<file path="src/rtl/ps2_key_sequencer.sv">
// ps2_key_sequencer
//   Turns raw PS/2 set-2 scan-code bytes into ASCII characters and queues them
//   for a downstream consumer. Break (F0) and extended (E0) prefixes are
//   stripped, left/right Shift (12/59) is tracked, and lookup letters are
//   folded to lower case when Shift is not held. The scan-code-to-ASCII table
//   lives outside this block: key_code_o drives it, and ascii_i returns the
//   result combinationally in the same cycle.
//
// Ports
//   clk_i         system clock, all state on the rising edge
//   reset_n_i     asynchronous active-low reset
//   scan_data_i   scan-code byte from the PS/2 receiver
//   scan_valid_i  one-cycle strobe qualifying scan_data_i
//   key_code_o    registered make code presented to the lookup
//   ascii_i       lookup result for key_code_o
//   out_data_o    FIFO head character
//   out_valid_o   FIFO not empty
//   out_ready_i   consumer accepts the head when out_valid_o=1
//   overflow_o    sticky flag: a character or scan byte was dropped
//   ovf_clr_i     synchronous clear of overflow_o (a new drop wins)
//
// Build option
//   PS2_DROP_UNMAPPED_EN : when defined, lookup results equal to 8'h2A (the
//   table's default for unmapped keys) are discarded instead of queued.
//
// State   | meaning
// --------+-------------------------------------------------------------
// IDLE    | waiting for a new byte; Shift make codes handled here
// BRK     | F0 seen; next byte is the released key
// EXT     | E0 seen; extended make code or F0 expected next
// EXT_BRK | E0 F0 seen; next byte is the released extended key
// LOOKUP  | key_code_o valid on the lookup; sample ascii_i and push

module ps2_key_sequencer #(
    parameter int DEPTH = 8,
    parameter int AW    = 3
) (
    input  logic       clk_i,
    input  logic       reset_n_i,
    input  logic [7:0] scan_data_i,
    input  logic       scan_valid_i,
    output logic [7:0] key_code_o,
    input  logic [7:0] ascii_i,
    output logic [7:0] out_data_o,
    output logic       out_valid_o,
    input  logic       out_ready_i,
    output logic       overflow_o,
    input  logic       ovf_clr_i
);

    typedef enum logic [2:0] {
        IDLE    = 3'd0,
        BRK     = 3'd1,
        EXT     = 3'd2,
        EXT_BRK = 3'd3,
        LOOKUP  = 3'd4
    } state_t;

    localparam logic [AW:0] FULL_CNT = (AW+1)'(DEPTH);

    state_t      state_q, state_d;
    logic [7:0]  key_code_q, key_code_d;
    logic        shift_q, shift_d;
    logic        push_req;
    logic [7:0]  push_val;
    logic        lookup_drop;

    logic [7:0]  mem_q [DEPTH];
    logic [AW-1:0] wr_ptr_q, rd_ptr_q;
    logic [AW:0] count_q, count_d;
    logic        overflow_q;
    logic        full, empty, pop, push_ok, push_drop;

    // ---------------------------------------------------------------- FSM
    always_ff @(posedge clk_i or negedge reset_n_i) begin
        if (!reset_n_i) begin
            state_q    <= IDLE;
            key_code_q <= 8'h00;
            shift_q    <= 1'b0;
        end else begin
            state_q    <= state_d;
            key_code_q <= key_code_d;
            shift_q    <= shift_d;
        end
    end

    always_comb begin
        state_d     = state_q;
        key_code_d  = key_code_q;
        shift_d     = shift_q;
        push_req    = 1'b0;
        push_val    = ascii_i;
        lookup_drop = 1'b0;
        case (state_q)
            IDLE: begin
                if (scan_valid_i) begin
                    case (scan_data_i)
                        8'hF0: state_d = BRK;
                        8'hE0: state_d = EXT;
                        8'h12, 8'h59: shift_d = 1'b1;
                        // Keyboard status/response bytes, not keys.
                        8'hAA, 8'hFA, 8'hEE, 8'hFE, 8'h00, 8'hFF, 8'hE1: ;
                        default: begin
                            key_code_d = scan_data_i;
                            state_d    = LOOKUP;
                        end
                    endcase
                end
            end
            BRK: begin
                if (scan_valid_i) begin
                    state_d = IDLE;
                    if (scan_data_i == 8'h12 || scan_data_i == 8'h59) begin
                        shift_d = 1'b0;
                    end
                end
            end
            EXT: begin
                if (scan_valid_i) begin
                    case (scan_data_i)
                        8'hF0:   state_d = EXT_BRK;
                        8'hE0:   state_d = EXT;
                        default: state_d = IDLE;
                    endcase
                end
            end
            EXT_BRK: begin
                if (scan_valid_i) begin
                    state_d = IDLE;
                end
            end
            LOOKUP: begin
                state_d     = IDLE;
                // The FSM cannot accept a byte while it is sampling the lookup.
                lookup_drop = scan_valid_i;
                if (ascii_i >= 8'h41 && ascii_i <= 8'h5A && !shift_q) begin
                    push_val = ascii_i + 8'h20;
                end
`ifdef PS2_DROP_UNMAPPED_EN
                push_req = (ascii_i != 8'h2A);
`else
                push_req = 1'b1;
`endif
            end
            default: state_d = IDLE;
        endcase
    end

    // --------------------------------------------------------------- FIFO
    assign empty     = (count_q == '0);
    assign full      = (count_q == FULL_CNT);
    assign pop       = !empty && out_ready_i;
    // A pop in the same cycle frees the slot, so a full FIFO still accepts.
    assign push_ok   = push_req && (!full || pop);
    assign push_drop = push_req && full && !pop;

    always_comb begin
        count_d = count_q;
        if (push_ok && !pop) begin
            count_d = count_q + 1'b1;
        end else if (pop && !push_ok) begin
            count_d = count_q - 1'b1;
        end
    end

    always_ff @(posedge clk_i or negedge reset_n_i) begin
        if (!reset_n_i) begin
            for (int i = 0; i < DEPTH; i++) begin
                mem_q[i] <= 8'h00;
            end
            wr_ptr_q   <= '0;
            rd_ptr_q   <= '0;
            count_q    <= '0;
            overflow_q <= 1'b0;
        end else begin
            if (push_ok) begin
                mem_q[wr_ptr_q] <= push_val;
                wr_ptr_q        <= wr_ptr_q + 1'b1;
            end
            if (pop) begin
                rd_ptr_q <= rd_ptr_q + 1'b1;
            end
            count_q <= count_d;
            if (push_drop || lookup_drop) begin
                overflow_q <= 1'b1;
            end else if (ovf_clr_i) begin
                overflow_q <= 1'b0;
            end
        end
    end

    assign key_code_o  = key_code_q;
    assign out_data_o  = mem_q[rd_ptr_q];
    assign out_valid_o = !empty;
    assign overflow_o  = overflow_q;

endmodule

</file>
<file path="config.mk">
export PLATFORM = sky130hd
export DESIGN_NAME = ps2_key_sequencer
export DESIGN_NICKNAME = d
export VERILOG_FILES = /design/src/rtl/ps2_key_sequencer.sv
export SDC_FILE = /design/constraint.sdc
export NUM_CORES = 1
export LEC_CHECK = 0
export BUFFER_PORTS_ARGS = -buffer_cell sky130_fd_sc_hd__buf_2
export CAP_MARGIN = 10
export CORE_MARGIN = 3
export CORE_UTILIZATION = 39
export CTS_BUF_LIST = sky130_fd_sc_hd__clkbuf_8
export CTS_CLUSTER_DIAMETER = 30
export DETAILED_ROUTE_END_ITERATION = 7
export PLACE_DENSITY = 0.57
export SYNTH_ARGS = -nofsm -noshare
export SYNTH_HDL_FRONTEND = slang
export SYNTH_SLANG_ARGS = --single-unit
</file>
<file path="constraint.sdc">
create_clock -name clk_i -period 2.3 [get_ports clk_i]
set_input_delay 0.23 -clock clk_i [delete_from_list [all_inputs] [get_ports clk_i]]
set_output_delay 0.23 -clock clk_i [all_outputs]
set_load 0.1 [all_outputs]
</file>
==> metrics.md, run 1 <==
| Metric | Value |
|---|---|
| Hold_sp | `ovf_clr_i` |
| Final net count | `386` |
| Width of the die | `110 µm` |
| Top cell type by total area after synthesis | `dfrtp_1` |
| Tcrit/Tclk final | `0.966` |
| Final Util | `0.479` |
| Post-Layout Cell Count | `499` |
| Multi-input gate area | `1940 µm²` |
| R2r worst-path depth | `10` |
| Startpoint Class | `flip-flop` |
| WP data required | `2.07 ns` |
| Worst slew margin | `0.617` |
| Mean area per synthesized cell | `13.5 µm²` |
| Crit-path max cell delay | `0.49 ns` |
| RSZ-0062 raised after global routing | `true` |
| Total GRT Usage | `0.156` |
| Placed inst area | `4650 µm²` |
| F_max | `0.450 GHz` |
| Crit path arrival time | `1.99 ns` |
| Iter 0 DRT Violations | `117` |
| Worst-margin pin slew | `0.574 ns` |
| Flop2flop setup slack | `0.08 ns` |
| Asr flop ratio synth | `1.00` |
| H-tree levels | `3` |
| Total global routing overflow | `0` |
| CP Class | `flip-flop to output port` |
| Hpwl dp | `5870 µm` |
| Synth unique cells | `45` |
| Cells after Synth | `312` |
| Seq/Total Area, Yosys | `0.518` |
| DRC | `0` |
| Clk_lat worst skew | `0.36 ns` |
| Max stage delay cell, worst path | `mux4_2` |
| DRT Pass-1 Iters | `4` |
| CP Capture Type | `output port` |
| # IOs | `39` |
| Final Max Tran Viols | `0` |
| Rows | `37` |
| Hold violation total from the final report | `0` |
| Mapped cell area | `4200 µm²` |
| Total die area | `12,100 µm²` |
| FF-to-FF Start | `state_q[1]$_DFFE_PN0P_` |
| Port Buffers | `38` |
| Sequential cell area | `2180 µm²` |
| Clock skew | `0.00994 ns` |
| Vias in the first global route | `2,630` |
| Largest net degree at the start of global routing | `43` |
| Final Instance Area | `4990 µm²` |
| TritonCTS clock tree | `done` |
| Final WS setup | `0.0773 ns` |
| Hold Path Depth | `2` |
| Final min period | `2.22 ns` |
| Chip height | `110 µm` |
| Clk buf depth | `2` |
| Total of max-cap violations | `0` |
| Clk slew on worst S/H paths | `0.09 ns` |
| Clock buffer count from CTS | `9` |
| Share of cells above drive strength 1 | `0.438` |
| Number of nets with antenna violations after routing | `0` |
| Area Overhead vs Synth | `18.8%` |
| Mean number of vias per cell | `5.22` |
| GP Congestion | `0.721` |
| DP Worst Slack | `0.0350 ns` |
| Starting Density | `0.403` |
| Post-synth top cells | `dfrtp_1 (87), mux2_2 (43), a21oi_1 (18), nand2_1 (18), nor2_1 (17)` |
| Status | `finished clean` |
| CTS Sinks | `87` |
| Setup violations, final | `0` |
| Reg-to-Reg End | `count_q[3]$_DFFE_PN0P_` |
| Hold WC Path Type | `input pin to flip-flop` |
| Core ar. | `10,400 µm²` |
| Placed cells | `478` |
| Antenna violations before repair | `0` |
| Mapped Nets | `340` |
| First-pass GRT wire length | `14,100 µm` |
| EDFF count, synth | `0` |
| WL/cell | `17.6 µm` |
| Synthesized flop and latch total | `87` |
| Most numerous cell in the Yosys netlist | `dfrtp_1` |
| Via count | `2,605` |
| Top-area cell type share of the netlist area | `0.518` |
| ANT cells | `0` |
| Top cells by area, synth | `dfrtp_1 (52%), mux2_2 (12%), mux4_2 (8.6%)` |
| Synth warn | `0` |
| Hold Path End | `overflow_o$_DFFE_PN0P_` |
| Crit Path Max Fanout | `8` |
| Layout fillers | `953` |
| Main synth FF type | `dfrtp_1` |
| CTS root buffer | `clkbuf_8` |
| CP cell instances | `clkbuf_16 > mux4_2 > mux2_2 > buf_4` |
| Final wirelength | `8780 µm` |
## worst max-delay path: cells and delay by family (launching register included)
kind	cells	cell delay [ns]
buffers and inverters	2	0.43
muxes	2	0.76
DFF	1	0.44
## final cells by class
cell class / instances / share of cell area
multi-input combinational: 199 / 0.389
clock buffer: 10 / 0.0276
inverter: 5 / 0.00426
sequential: 87 / 0.436
timing repair buffer: 56 / 0.0900
clock inverter: 6 / 0.0186
tap: 136 / 0.0341
## repair_timing
action	CTS	global route
resized for setup	8	9
setup buffers	1	2
hold buffers	1	0
endpoints found under the setup margin	8	9
endpoints found under the hold margin	40	0
cloned	0	1
pin swaps	0	5
## layer usage
| layer | global-route usage | part of all wire |
|---|---|---|
| met3 | 0.0493 | 0.051 |
| met4 | 0.0347 | 0.0089 |
| met1 | 0.217 | 0.47 |
| met5 | 0 | 0 |
| met2 | 0.240 | 0.47 |
## cell usage in the layout (no fill, tap or decap), types with 3 or more instances in the layout
master	Yosys	final
dfrtp_1	87	86
mux2_2	43	43
buf_2	5	29
nand2_1	18	17
a21oi_1	18	17
nor2_1	17	17
mux4_2	16	16
buf_4	3	15
mux2_4	12	12
o21ai_0	11	11
clkbuf_8	0	10
xnor2_1	6	6
buf_6	4	5
buf_12	0	5
inv_1	5	4
or4_1	4	4
nand3_1	4	4
o21ai_1	4	4
mux2_1	4	4
ha_1	6	4
xor2_1	3	3
## state kept, by name (all words and copies together), names as in the netlist
name	cells
count_q	4
overflow_o	1
mem_q	64
wr_ptr_q	3
shift_q	1
state_q	3
rd_ptr_q	3
key_code_o	8
## metrics by stage
step	setup TNS, ns	hold WS, ns
finish	0	0.0883
detailed placement	0	0.264
floorplan	0	-0.0656
global route	-0.0256	0.0783
CTS	0	0.0577
global placement	0	0.270
## cells by family after synthesis
family                     share of synthesized area
DFF                                            0.518
muxes                                          0.260
and+or+nand+nor                               0.0917
AOI/OAI and AO/OA                             0.0539
buffers and inverters                         0.0346
xor gates and xnor gates                      0.0188
adders and majority gates                     0.0226
## how the worst max path moves through the flow
stage,cells after the start,from,to
after floorplan,11,state_q[0]$_DFFE_PN0P_,count_q[3]$_DFFE_PN0P_
after global placement,10,state_q[0]$_DFFE_PN0P_,count_q[3]$_DFFE_PN0P_
after detailed placement,10,state_q[0]$_DFFE_PN0P_,count_q[3]$_DFFE_PN0P_
after CTS,4,rd_ptr_q[0]$_DFFE_PN0P_,out_data_o[0]
after global routing,10,state_q[2]$_DFFE_PN0P_,count_q[3]$_DFFE_PN0P_
final,4,rd_ptr_q[0]$_DFFE_PN0P_,out_data_o[3]
Power of run 1 is left out: the tool's default activity adds up to more than one toggle a clock period on the data nets, which glitch-free logic cannot reach.
==> run 2, diff against run 1 <==
--- a/config.mk
+++ b/config.mk
@@ -12,7 +12,7 @@
 export CTS_BUF_LIST = sky130_fd_sc_hd__clkbuf_8
 export CTS_CLUSTER_DIAMETER = 30
 export DETAILED_ROUTE_END_ITERATION = 7
-export PLACE_DENSITY = 0.57
+export PLACE_DENSITY = 0.65
 export SYNTH_ARGS = -nofsm -noshare
 export SYNTH_HDL_FRONTEND = slang
 export SYNTH_SLANG_ARGS = --single-unit
==> run 2 against run 1 <==
Net effect: clock-buffer cell count unchanged; largest cell class unchanged; flip-flop and latch count unchanged; die area unchanged; fmax is 1.0% lower; clock skew increased by 0.00061 ns; via count increased by 3.5%; global-route usage down 0.24 points.
==> metrics.md, run 2 (synthesis gave the netlist of run 1 again) <==
| Metric | Value |
|---|---|
| R2r worst-path depth | `6` |
| Setup violations, final | `0` |
| Commonest non-fill, non-tap cells in the layout | `dfrtp_1 (85), mux2_2 (43), buf_2 (29)` |
| Antenna violations before repair | `0` |
| CP Capture Type | `output port` |
| H-tree levels | `3` |
| Max stage delay cell, worst path | `mux4_2` |
| CP Class | `flip-flop to output port` |
| Worst slew margin | `0.585` |
| WP data required | `2.07 ns` |
| Via count | `2,695` |
| Mean number of vias per cell | `5.33` |
| Hold WC Path Type | `input pin to flip-flop` |
| Hold violation total from the final report | `0` |
| Commonest non-fill, non-tap cell in the layout | `dfrtp_1` |
| Status | `finished clean` |
| Clock buffer count from CTS | `9` |
| F_max | `0.445 GHz` |
| Total global routing overflow | `0` |
| Hold Path Depth | `2` |
| Area Overhead vs Synth | `18.5%` |
| Clk_lat worst skew | `0.36 ns` |
| Clk slew on worst S/H paths | `0.09 ns` |
| Final wirelength | `8840 µm` |
| Core ar. | `10,400 µm²` |
| Max FFs per register | `64` |
| Layout fillers | `925` |
| Chip height | `110 µm` |
| Final Max Tran Viols | `0` |
| Tcrit/Tclk final | `0.976` |
| Total GRT Usage | `0.154` |
| Hpwl dp | `5890 µm` |
| CTS Sinks | `87` |
| Clk buf depth | `2` |
| GP Congestion | `0.757` |
| DRC | `0` |
| Width of the die | `110 µm` |
| Iter 0 DRT Violations | `92` |
| Startpoint Class | `flip-flop` |
| Largest Register | `mem_q` |
| Crit path arrival time | `2.02 ns` |
| CTS root buffer | `clkbuf_8` |
| Share of cells above drive strength 1 | `0.450` |
| Worst-margin pin slew | `0.623 ns` |
| Largest net degree at the start of global routing | `50` |
| TritonCTS clock tree | `done` |
| Total die area | `12,100 µm²` |
| Rows | `37` |
| Starting Density | `0.403` |
| Port Buffers | `38` |
| Final min period | `2.25 ns` |
| WL/cell | `17.5 µm` |
| Crit-path max cell delay | `0.49 ns` |
| Vias in the first global route | `2,780` |
| Hold WS | `0.0727 ns` |
| Clock skew | `0.0106 ns` |
| DRT Pass-1 Iters | `4` |
| Final net count | `392` |
| CP cell instances | `clkbuf_16 > mux4_2 > mux2_2 > buf_4` |
| Final Util | `0.478` |
| Number of nets with antenna violations after routing | `0` |
| Total of max-cap violations | `0` |
| Crit Path Max Fanout | `8` |
| # IOs | `39` |
| First-pass GRT wire length | `14,100 µm` |
[run 2: metal layers]
layer | track usage | part of all wire
met5 | 0 | 0
met4 | 0.0365 | 0.014
met3 | 0.0511 | 0.055
met2 | 0.244 | 0.47
met1 | 0.206 | 0.46
[run 2: stage by stage]
step	area, µm²	setup WS, ns	setup TNS, ns	std cells
after floorplan	4250	0.000518	0	312
after global placement	4640	0.126	0	482
after detailed placement	4640	0.0780	0	482
after CTS	4890	0.0264	0	500
after global routing	4970	-0.00361	-0.0126	505
final	4980	0.0542	0	506
[run 2: what timing repair did]
action | CTS | global route
gates resized for setup | 8 | 7
endpoints found under the setup margin | 8 | 7
hold buffers | 1 | 0
setup buffers | 1 | 4
gates cloned | 0 | 1
pin swaps | 0 | 5
hold endpoints to repair | 46 | 0
[run 2: area by class of cell]
cell class                 instances  area [µm²]  area share
antenna                            1        2.50    0.000503
clock buffer                      10         138      0.0277
clock inverter                     6        76.3      0.0153
inverter                           5        18.8     0.00377
multi-input combinational        199        1950       0.391
sequential                        87        2180       0.438
tap                              136         170      0.0342
timing repair buffer              62         445      0.0895
[run 2: final timing paths]
check	from	end	slack (ns)
max in group asynchronous	reset_n_i	rd_ptr_q[0]$_DFFE_PN0P_	1.22
max	rd_ptr_q[0]$_DFFE_PN0P_	out_data_o[0]	0.05
min reg2reg	mem_q[5]$_DFFE_PN0P_	mem_q[5]$_DFFE_PN0P_	0.48
min	ovf_clr_i	overflow_o$_DFFE_PN0P_	0.07
max reg2reg	state_q[1]$_DFFE_PN0P_	mem_q[60]$_DFFE_PN0P_	0.06
min in group asynchronous	reset_n_i	key_code_o[0]$_DFFE_PN0P_	0.42
[run 2: critical path, delay by kind of cell (launching register included)]
| family | cells | cell delay (ns) |
|---|---|---|
| buffers and inverters | 2 | 0.44 |
| DFF | 1 | 0.45 |
| muxes | 2 | 0.78 |
Power of run 2 is left out for the same reason.
